[src/rtl/arena_arbiter.sv]
// arena_arbiter: owns the single arena row port and arbitrates host (highest), scan and solver access.
// Define ARENA_ARB_OVERRUN_EN to build the sticky step_overrun flag; otherwise step_overrun is tied low.
module arena_arbiter #(
  parameter int ARENA_WIDTH  = 10,
  parameter int ARENA_HEIGHT = 10
) (
  input  logic                   clk,
  input  logic                   reset_n,
  input  logic                   host_req,
  input  logic                   host_we,
  input  logic [7:0]             host_row,
  input  logic [ARENA_WIDTH-1:0] host_wdata,
  output logic                   host_ack,
  output logic [ARENA_WIDTH-1:0] host_rdata,
  input  logic                   scan_req,
  output logic                   scan_row_valid,
  output logic [7:0]             scan_row_idx,
  output logic [ARENA_WIDTH-1:0] scan_row_data,
  output logic                   scan_done,
  input  logic                   run_enable,
  input  logic                   step_tick,
  input  logic [31:0]            gens_per_step,
  output logic                   sol_start,
  output logic [31:0]            sol_generations_count,
  input  logic                   sol_ready,
  input  logic [7:0]             sol_row_select,
  input  logic [ARENA_WIDTH-1:0] sol_columns_new,
  input  logic                   sol_columns_write,
  output logic [ARENA_WIDTH-1:0] sol_columns,
  output logic [7:0]             arena_row_select,
  input  logic [ARENA_WIDTH-1:0] arena_columns,
  output logic [ARENA_WIDTH-1:0] arena_columns_new,
  output logic                   arena_columns_write,
  output logic                   step_overrun
);
  typedef enum logic [2:0] {
    S_IDLE, S_HOST, S_HOST_ACK, S_SCAN, S_SOLVE_START, S_SOLVE_RUN
  } state_t;

  localparam logic [7:0] LAST_ROW = 8'(ARENA_HEIGHT - 1);

  state_t     state, state_next;
  logic       scan_pend, scan_again, step_pend, run_first;
  logic [7:0] scan_idx;
  logic       scan_last, host_in_range, busy_solving, tick_ok, tick_accept;

  assign scan_last     = (state == S_SCAN) && (scan_idx == LAST_ROW);
  assign host_in_range = ({1'b0, host_row} < 9'(ARENA_HEIGHT));
  assign busy_solving  = (state == S_SOLVE_START) || (state == S_SOLVE_RUN);
  assign tick_ok       = step_tick && run_enable && (gens_per_step != 32'd0);
  assign tick_accept   = tick_ok && !step_pend && !busy_solving;
  assign sol_columns   = arena_columns;

  always_comb begin
    state_next = state;
    case (state)
      S_IDLE: begin
        if (host_req)       state_next = S_HOST;
        else if (scan_pend) state_next = S_SCAN;
        else if (step_pend) state_next = S_SOLVE_START;
      end
      S_HOST:        state_next = S_HOST_ACK;
      S_HOST_ACK:    state_next = S_IDLE;
      S_SCAN:        if (scan_idx == LAST_ROW) state_next = S_IDLE;
      S_SOLVE_START: state_next = S_SOLVE_RUN;
      // the solver is still reporting idle on the first run cycle, so ignore it there
      S_SOLVE_RUN:   if (!run_first && sol_ready) state_next = S_IDLE;
      default:       state_next = S_IDLE;
    endcase
  end

  always_comb begin
    arena_row_select    = 8'd0;
    arena_columns_new   = '0;
    arena_columns_write = 1'b0;
    case (state)
      S_HOST: begin
        arena_row_select    = host_row;
        arena_columns_new   = host_wdata;
        arena_columns_write = host_we && host_in_range;
      end
      S_SCAN: arena_row_select = scan_idx;
      S_SOLVE_RUN: begin
        arena_row_select    = sol_row_select;
        arena_columns_new   = sol_columns_new;
        arena_columns_write = sol_columns_write;
      end
      default: ;
    endcase
  end

  always_ff @(posedge clk or negedge reset_n) begin
    if (!reset_n) begin
      state                 <= S_IDLE;
      scan_pend             <= 1'b0;
      scan_again            <= 1'b0;
      step_pend             <= 1'b0;
      run_first             <= 1'b0;
      scan_idx              <= 8'd0;
      host_ack              <= 1'b0;
      host_rdata            <= '0;
      scan_row_valid        <= 1'b0;
      scan_row_idx          <= 8'd0;
      scan_row_data         <= '0;
      scan_done             <= 1'b0;
      sol_start             <= 1'b0;
      sol_generations_count <= 32'd0;
    end else begin
      state          <= state_next;
      host_ack       <= (state == S_HOST);
      sol_start      <= (state_next == S_SOLVE_START);
      run_first      <= (state == S_SOLVE_START);
      scan_row_valid <= (state == S_SCAN);
      scan_done      <= scan_last;
      if (state == S_HOST) host_rdata <= host_in_range ? arena_columns : '0;
      if (state == S_SCAN) begin
        scan_row_idx  <= scan_idx;
        scan_row_data <= arena_columns;
        scan_idx      <= scan_idx + 8'd1;
      end else begin
        scan_idx <= 8'd0;
      end
      // a request landing mid-frame is parked so it survives the end-of-frame clear
      if (scan_last) begin
        scan_pend  <= scan_again || scan_req;
        scan_again <= 1'b0;
      end else if (scan_req) begin
        if (state == S_SCAN) scan_again <= 1'b1;
        else                 scan_pend  <= 1'b1;
      end
      if (state == S_SOLVE_START) begin
        step_pend <= 1'b0;
      end else if (tick_accept) begin
        step_pend             <= 1'b1;
        sol_generations_count <= gens_per_step;
      end
    end
  end

`ifdef ARENA_ARB_OVERRUN_EN
  logic overrun_q;

  always_ff @(posedge clk or negedge reset_n) begin
    if (!reset_n)                                  overrun_q <= 1'b0;
    else if (tick_ok && (step_pend || busy_solving)) overrun_q <= 1'b1;
  end

  assign step_overrun = overrun_q;
`else
  assign step_overrun = 1'b0;
`endif

endmodule
[config.mk]
export PLATFORM = sky130hd
export DESIGN_NAME = arena_arbiter
export DESIGN_NICKNAME = d
export VERILOG_FILES = /design/src/rtl/arena_arbiter.sv
export SDC_FILE = /design/constraint.sdc
export NUM_CORES = 1
export LEC_CHECK = 0
export CELL_PAD_IN_SITES_DETAIL_PLACEMENT = 0
export CELL_PAD_IN_SITES_GLOBAL_PLACEMENT = 1
export CORE_MARGIN = 1
export CORE_UTILIZATION = 33
export CTS_CLUSTER_DIAMETER = 150
export DETAILED_ROUTE_END_ITERATION = 10
export GPL_ROUTABILITY_DRIVEN = 0
export MAX_ROUTING_LAYER = met4
export PLACE_DENSITY_LB_ADDON = 0.2
export SETUP_SLACK_MARGIN = 0.05
export SLEW_MARGIN = 20
export SYNTH_ARGS = -nofsm -noshare
export SYNTH_HDL_FRONTEND = slang
export SYNTH_SLANG_ARGS = --single-unit
[constraint.sdc]
create_clock -name clk -period 4.4 [get_ports clk]
set_input_delay 0.44 -clock clk [delete_from_list [all_inputs] [get_ports clk]]
set_output_delay 0.44 -clock clk [all_outputs]
set_load 0.02 [all_outputs]
# Word-level counts from Yosys, hierarchy flattened
# Index checks and enable logic that the tools add are counted.
# Widths: inputs -> output; s select.
# totals
regBits	79
input_bits	87
output_inout_bits	94
wordCells	63
# classes
add_sub_neg	1
magnitude_cmp	1
eq_ne	7
mux	19
n_bitwise	1
reduce_logical	20
# ops
op	n
$reduce_bool 32->1	1
$pmux 8 s3	1
$pmux 10 s2	1
$mux 3	5
$pmux 3 s5	1
$mux 10	1
$eq 3x3->1 const B	3
$add 8x1->8 const B	1
$eq 8x4->1 const B	1
$lt 8x4->1 const B	1
$mux 1	8
$mux 8	1
$logic_and 1x1->1	7
$reduce_and 2->1	3
$reduce_bool 2->1	3
$eq 3x1->1 const B	1
$eq 3x2->1 const B	1
$logic_not 1->1	3
$logic_not 3->1	1
$logic_or 1x1->1	2
$ne 2x2->1 const B	1
$pmux 1 s2	1
$not 1->1	1

# Logic depth before layout (Yosys ltp)
# Gate-level depths: netlist of the first run.
# logic_depth
depth_word	6
mapped_depth	7

# Worst setup path before layout of the first run
# Ideal clock, no wire load.
# synth_path
path_kind	register to output
from	register state[1]
to	output port arena_columns_write
arrival_ns	1.311
required_ns	3.960
slack_ns	2.649
path_stages_with_launch	6
cell_sequence	dfrtp_1 > buf_2 > or3b_1 > inv_1 > and3_1 > a32o_1
# synth_via
elab_chain_cells	2
# synth_rtl
item	line	rtl
from (decl)	42	state_t state, state_next;
from (signal assigned)	109	state <= state_next;
$eq 3x3->1 / $eq 3x1->1 (equally long branches)	76	case (state)
$pmux 1 s2 *	76	
to (decl)	33	output logic arena_columns_write,
# Every way passes the cells marked *; elsewhere a longest branch is shown, timed or not.

# Worst setup path after layout of the first run
# Same ends and word-level chain as after synthesis.

==> impl_metrics.env, run 1 <==
export IMPL_grt_pass1_vias=3100
export IMPL_cts_tree="built"
export IMPL_worstReg2RegStart="state[2]$_DFF_PN0_"
export IMPL_min_period_ns=3.46
export IMPL_pwr_density_cell_nw_per_um2=504
export IMPL_dp_hpwl_mm=7.17
export IMPL_syn_cell_area_um2=3730
export IMPL_nFillCells=994
export IMPL_track_usage=0.183
export IMPL_cts_repair_resized=0
export IMPL_row_count=38
export IMPL_cts_sinks=79
export IMPL_clk_path_buf_depth=2
export IMPL_status="finished clean"
export IMPL_max_freq_ghz=0.289
export IMPL_cts_setup_buffers=0
export IMPL_relSlewSlack=0.521
export IMPL_cp_buffers_inverters=2
export IMPL_ys_seq_area_frac=0.530
export IMPL_drive_gt1_frac=0.107
export IMPL_postCtsHoldBufs=0
export IMPL_die_area_um2=11700
export IMPL_regArea_um2=1980
export IMPL_cts_buffers=9
export IMPL_cts_max_level=3
export IMPL_antenna_found_initial=0
export IMPL_die_x_um=108
export IMPL_ant_nets=0
export IMPL_grt_ovfl_total=0
export IMPL_tightest_slew_ns=0.718
export IMPL_start_util=0.341
export IMPL_vias_per_cell=4.74
export IMPL_p_leak_nw=2.62
export IMPL_synth_nets=419
export IMPL_synth_distinct_cells=35
export IMPL_first_iter_violations=183
export IMPL_layout_common_cells="clkdlybuf4s50_1 (178), dfrtp_1 (79), nand2_1 (63)"
export IMPL_synth_cells=330
export IMPL_wl_per_cell_um=15.5
export IMPL_clock_skew_ns=0.00673
export IMPL_r2r_end="sol_generations_count[7]$_DFFE_PN0P_"
export IMPL_crit_family="simple AND/OR/NAND/NOR gates"
export IMPL_setup_violations_final=0
export IMPL_finalHoldViolations=0
export IMPL_grt_pass1_wl_mm=16.1
export IMPL_reg2reg_depth=6
export IMPL_cpPeakStageDelay_ns=0.66
export IMPL_antenna_cells=0
export IMPL_irDropWorstVdd_mv=0.189
export IMPL_ys_warnings_count=0
export IMPL_path_class="flip-flop to output port"
export IMPL_holdCritPathClass="input port to asynchronous set/reset pin"
export IMPL_syn_to_final_growth_pct=56.1
export IMPL_critPathRequiredTime_ns=3.96
export IMPL_crit_arrival_ns=3.02
export IMPL_portBuffers=179
export IMPL_fin_total_pwr_mw=2.93
export IMPL_drt_pass1_iter_count=4
export IMPL_start_kind="flip-flop"
export IMPL_die_h_um=108
export IMPL_vias=3022
export IMPL_clk_pin_slew_worst_paths_ns=0.06
export IMPL_crit_slowest_cell="or3b_1"
export IMPL_max_cap_viol_count=0
export IMPL_worstPathCellList="or3b_1 -> inv_1 -> and3_1 -> a32o_1 -> clkdlybuf4s50_1"
export IMPL_multi_input_area_um2=1540
export IMPL_totalNegativeSetupSlack_ns=0
export IMPL_cts_root_buf="clkbuf_16"
export IMPL_layout_commonest_cell="clkdlybuf4s50_1"
export IMPL_rsz0062_at_grt="false"
export IMPL_finalCritPeriodShare=0.786
export IMPL_drc=0
export IMPL_routed_wl_mm=9.90
export IMPL_syn_avg_cell_area_um2=11.3
export IMPL_rrSetupSlack_ns=2.17
export IMPL_finalMaxSlewViolations=0
export IMPL_clkLatencyLatePin_ns=0.33
export IMPL_core_um2=10900
export IMPL_fin_nets=582
export IMPL_grt_max_degree=80
export IMPL_ios=181
export IMPL_synth_seq_cells=79
export IMPL_end_kind="output port"
export IMPL_cp_max_fo=17
-- state kept, by name, indices dropped and copies added, names as in the netlist --
name / cells
sol_generations_count: 32
host_rdata: 10
scan_row_data: 10
scan_idx: 8
scan_row_idx: 8
state: 3
host_ack: 1
run_first: 1
scan_again: 1
scan_done: 1
scan_pend: 1
scan_row_valid: 1
sol_start: 1
step_pend: 1
-- metrics by stage --
step / util / hold WS [ns] / worst slack (ns) / cell area [µm²] / instances
detailed placement: 0.505 / 0.463 / 1.28 / 5520 / 622
global placement: 0.505 / 0.459 / 1.39 / 5520 / 622
floorplan: - / 0.144 / 2.65 / 3730 / 330
finish: 0.532 / 0.141 / 0.940 / 5820 / 637
global route: 0.532 / 0.206 / 0.727 / 5820 / 637
CTS: 0.532 / 0.325 / 0.919 / 5820 / 637
-- kinds of logic (layout without fill, tap and decap cells) --
family | count (synthesis) | in the layout | share of synthesized area
AOI/OAI and AO/OA | 30 | 30 | 0.0567
xor gates and xnor gates | 6 | 6 | 0.0141
adders and majority gates | 2 | 2 | 0.00671
buffers and inverters | 34 | 201 | 0.0570
DFF | 79 | 79 | 0.530
muxes | 51 | 51 | 0.177
other | 1 | 1 | 0.00101
and+or+nand+nor | 127 | 127 | 0.158
-- routing by layer --
metal	vias up	part of all wire	GRT usage
met5	-	0	-
met4	0	0.012	0.0666
met2	109	0.49	0.288
met1	1465	0.45	0.243
li1	1438	-	-
met3	10	0.048	0.0241
-- layout make-up --
class	instances	share of cell area
clock buffer	12	0.0440
clock inverter	3	0.00731
inverter	4	0.00258
multi-input combinational	217	0.265
sequential	79	0.339
tap	140	0.0301
timing repair buffer	182	0.312
-- Yosys cell counts --
| library cell | instances | area [µm²] |
|---|---|---|
| nand2_1 | 63 | 236 |
| nand3_1 | 6 | 30.0 |
| and3_1 | 3 | 18.8 |
| conb_1 | 1 | 3.75 |
| buf_6 | 5 | 56.3 |
| nor2b_4 | 1 | 13.8 |
| a21oi_1 | 4 | 20.0 |
| xor2_1 | 5 | 43.8 |
| clkbuf_1 | 9 | 33.8 |
| a21o_1 | 1 | 7.51 |
| mux2_2 | 3 | 33.8 |
| buf_2 | 5 | 25.0 |
| a32o_1 | 1 | 10.0 |
| and2_1 | 8 | 50.1 |
| mux2i_1 | 19 | 190 |
| or3b_1 | 1 | 8.76 |
| nor4_1 | 9 | 56.3 |
| inv_1 | 4 | 15.0 |
| nor2_1 | 26 | 97.6 |
| nand2b_1 | 2 | 12.5 |
| nor3_1 | 1 | 5.00 |
| o21ai_4 | 1 | 16.3 |
| xnor2_1 | 1 | 8.76 |
| nor4b_1 | 1 | 8.76 |
| nand4_1 | 2 | 12.5 |
| nand3b_1 | 3 | 22.5 |
| o21ai_0 | 11 | 55.1 |
| dfrtp_1 | 79 | 1980 |
| buf_4 | 11 | 82.6 |
| o22ai_1 | 1 | 6.26 |
| a22o_1 | 10 | 87.6 |
| mux2_4 | 29 | 435 |
| a2bb2oi_1 | 1 | 8.76 |
| nor3_4 | 1 | 16.3 |
| ha_1 | 2 | 25.0 |
-- how the worst max path moves through the flow --
stage                                   from                  end  cells past startpoint
after global routing      state[1]$_DFF_PN0_  arena_columns_write                      5
after global placement    state[1]$_DFF_PN0_  arena_columns_write                      5
after floorplan           state[1]$_DFF_PN0_  arena_columns_write                      5
after CTS                 state[1]$_DFF_PN0_  arena_columns_write                      5
final                     state[1]$_DFF_PN0_  arena_columns_write                      5
after detailed placement  state[1]$_DFF_PN0_  arena_columns_write                      5
-- power by group --
part           internal [mW]  switching (mW)
clock                  0.466           0.272
sequential             0.893           0.144
combinational          0.595           0.565
-- worst reg2reg max path: cells and delay by family, from the launching register on --
kind                   cells  cell delay, ns
AOI/OAI and AO/OA          1            0.07
buffers and inverters      2            0.80
DFF                        1            0.36
muxes                      1            0.40
and+or+nand+nor            2            0.47
(Power assumes the default switching activity.)
==> run 2, diff against run 1 <==
Settings changed: CORE_UTILIZATION 33 to 30.
Clock period 4.4 ns to 3.26 ns, I/O delays scaled along.
==> run 2 against run 1 <==
  * Power rose by 38%
  * Final cell count rose by 5.2%
  * Clock-buffer cell count fell by 1
  * Largest cell class unchanged
  * Largest power group unchanged
==> impl_metrics.env, run 2 (synthesis gave the netlist of run 1 again) <==
export IMPL_grt_max_degree=80
export IMPL_end_kind="output port"
export IMPL_pwr_density_cell_nw_per_um2=687
export IMPL_clock_skew_ns=0.00994
export IMPL_largest_reg_flops=32
export IMPL_tightest_slew_ns=0.720
export IMPL_vias=3008
export IMPL_clk_path_buf_depth=2
export IMPL_grt_pass1_wl_mm=15.6
export IMPL_min_period_ns=2.79
export IMPL_portBuffers=179
export IMPL_first_iter_violations=183
export IMPL_cts_max_level=3
export IMPL_p_clk_frac=0.262
export IMPL_totalNegativeSetupSlack_ns=0
export IMPL_layout_common_cells="clkdlybuf4s50_1 (178), dfrtp_1 (79), nand2_1 (63)"
export IMPL_path_class="flip-flop to output port"
export IMPL_cts_repair_resized=0
export IMPL_die_area_um2=12900
export IMPL_cts_tree="built"
export IMPL_max_cap_viol_count=0
export IMPL_clk_pin_slew_worst_paths_ns=0.06
export IMPL_nFillCells=1154
export IMPL_power_switching_mw=1.36
export IMPL_holdCritPathClass="input port to asynchronous set/reset pin"
export IMPL_rsz0062_at_grt="false"
export IMPL_fin_nets=586
export IMPL_cts_root_buf="clkbuf_16"
export IMPL_antenna_cells=0
export IMPL_syn_to_final_growth_pct=58.2
export IMPL_finalHoldViolations=0
export IMPL_preCtsSetupSlack_ns=0.753
export IMPL_p_leak_nw=2.64
export IMPL_grt_pass1_vias=3068
export IMPL_swShare=0.336
export IMPL_irDropWorstVdd_mv=0.322
export IMPL_dp_hpwl_mm=7.25
export IMPL_crit_arrival_ns=2.47
export IMPL_vias_per_cell=4.49
export IMPL_relSlewSlack=0.520
export IMPL_antenna_found_initial=0
export IMPL_row_count=40
export IMPL_wl_per_cell_um=14.9
export IMPL_track_usage=0.162
export IMPL_start_kind="flip-flop"
export IMPL_critPathRequiredTime_ns=2.93
export IMPL_setup_ws_ns=0.466
export IMPL_finalCritPeriodShare=0.857
export IMPL_layout_commonest_cell="clkdlybuf4s50_1"
export IMPL_cts_buffers=9
export IMPL_routed_wl_mm=10.0
export IMPL_ios=181
export IMPL_finalMaxSlewViolations=0
export IMPL_core_um2=12100
export IMPL_setup_violations_final=0
export IMPL_drc=0
export IMPL_ant_nets=0
export IMPL_cts_setup_buffers=0
export IMPL_postCtsHoldBufs=0
export IMPL_max_freq_ghz=0.358
export IMPL_drt_pass1_iter_count=4
export IMPL_drive_gt1_frac=0.114
export IMPL_cp_max_fo=11
export IMPL_power_frac_seq=0.328
export IMPL_regMostFlops="sol_generations_count"
export IMPL_clkLatencyLatePin_ns=0.34
export IMPL_cts_sinks=79
export IMPL_die_h_um=114
export IMPL_die_x_um=114
export IMPL_comb_power_share=0.410
export IMPL_p_int_mw=2.69
export IMPL_grt_ovfl_total=0
export IMPL_largestRegisters="sol_generations_count (32), host_rdata (10), scan_row_data (10)"
export IMPL_start_util=0.309
export IMPL_status="finished clean"
export IMPL_rrSetupSlack_ns=1.19
-- run 2: layout make-up --
class	instances	area, µm²	share of cell area
Timing Repair Buffer	186	1850	0.313
Multi-Input combinational cell	217	1540	0.261
Clock inverter	5	82.6	0.0140
Inverter	4	15.0	0.00254
Sequential cell	79	1980	0.335
Clock buffer	11	233	0.0394
Tap cell	168	210	0.0356
-- run 2: power groups by stage --
stage	Combinational, mW	Sequential [mW]	Clock, mW
after floorplan	0.633	1.59	0
after global placement	1.67	1.34	0
after detailed placement	1.68	1.35	0
after CTS	1.69	1.33	1.10
after global routing	1.78	1.36	1.13
final	1.66	1.33	1.06
-- run 2: routing by layer --
layer / wire length [µm] / track usage / vias to the layer above
met5: 0 / - / -
met1: 4550 / 0.202 / 1430
met4: 199 / 0.0675 / 0
li1: - / - / 1441
met2: 4750 / 0.262 / 121
met3: 511 / 0.0250 / 16
-- run 2: worst paths after layout --
| check | from | to | cells past startpoint |
|---|---|---|---|
| min in group clk | scan_row_idx[4]$_DFFE_PN0P_ | scan_row_idx[4]$_DFFE_PN0P_ | 2 |
| worst min register to register | scan_row_idx[4]$_DFFE_PN0P_ | scan_row_idx[4]$_DFFE_PN0P_ | 2 |
| worst max register to register | state[2]$_DFF_PN0_ | sol_generations_count[7]$_DFFE_PN0P_ | 6 |
| max in group asynchronous | reset_n | sol_start$_DFF_PN0_ | 1 |
| worst min-delay path | reset_n | scan_row_data[5]$_DFFE_PN0P_ | 1 |
| worst max-delay path | state[2]$_DFF_PN0_ | arena_columns_write | 6 |
-- run 2: worst max-delay path: stages (launching register included) --
cell             delay, ns
dfrtp_1               0.37
or3b_1                0.56
inv_1                 0.14
and3_1                0.15
buf_4                 0.18
a32o_1                0.14
clkdlybuf4s50_1       0.60
-- run 2: per-stage QoR --
stage,cell area [µm²],hold slack [ns],instances,power [mW],utilization
floorplan,3730,0.0304,330,2.22,-
global placement,5590,0.458,654,3.02,0.463
detailed placement,5590,0.463,654,3.03,0.463
CTS,5900,0.206,670,4.12,0.489
global route,5900,0.0904,670,4.27,0.490
finish,5900,0.0258,670,4.06,0.490
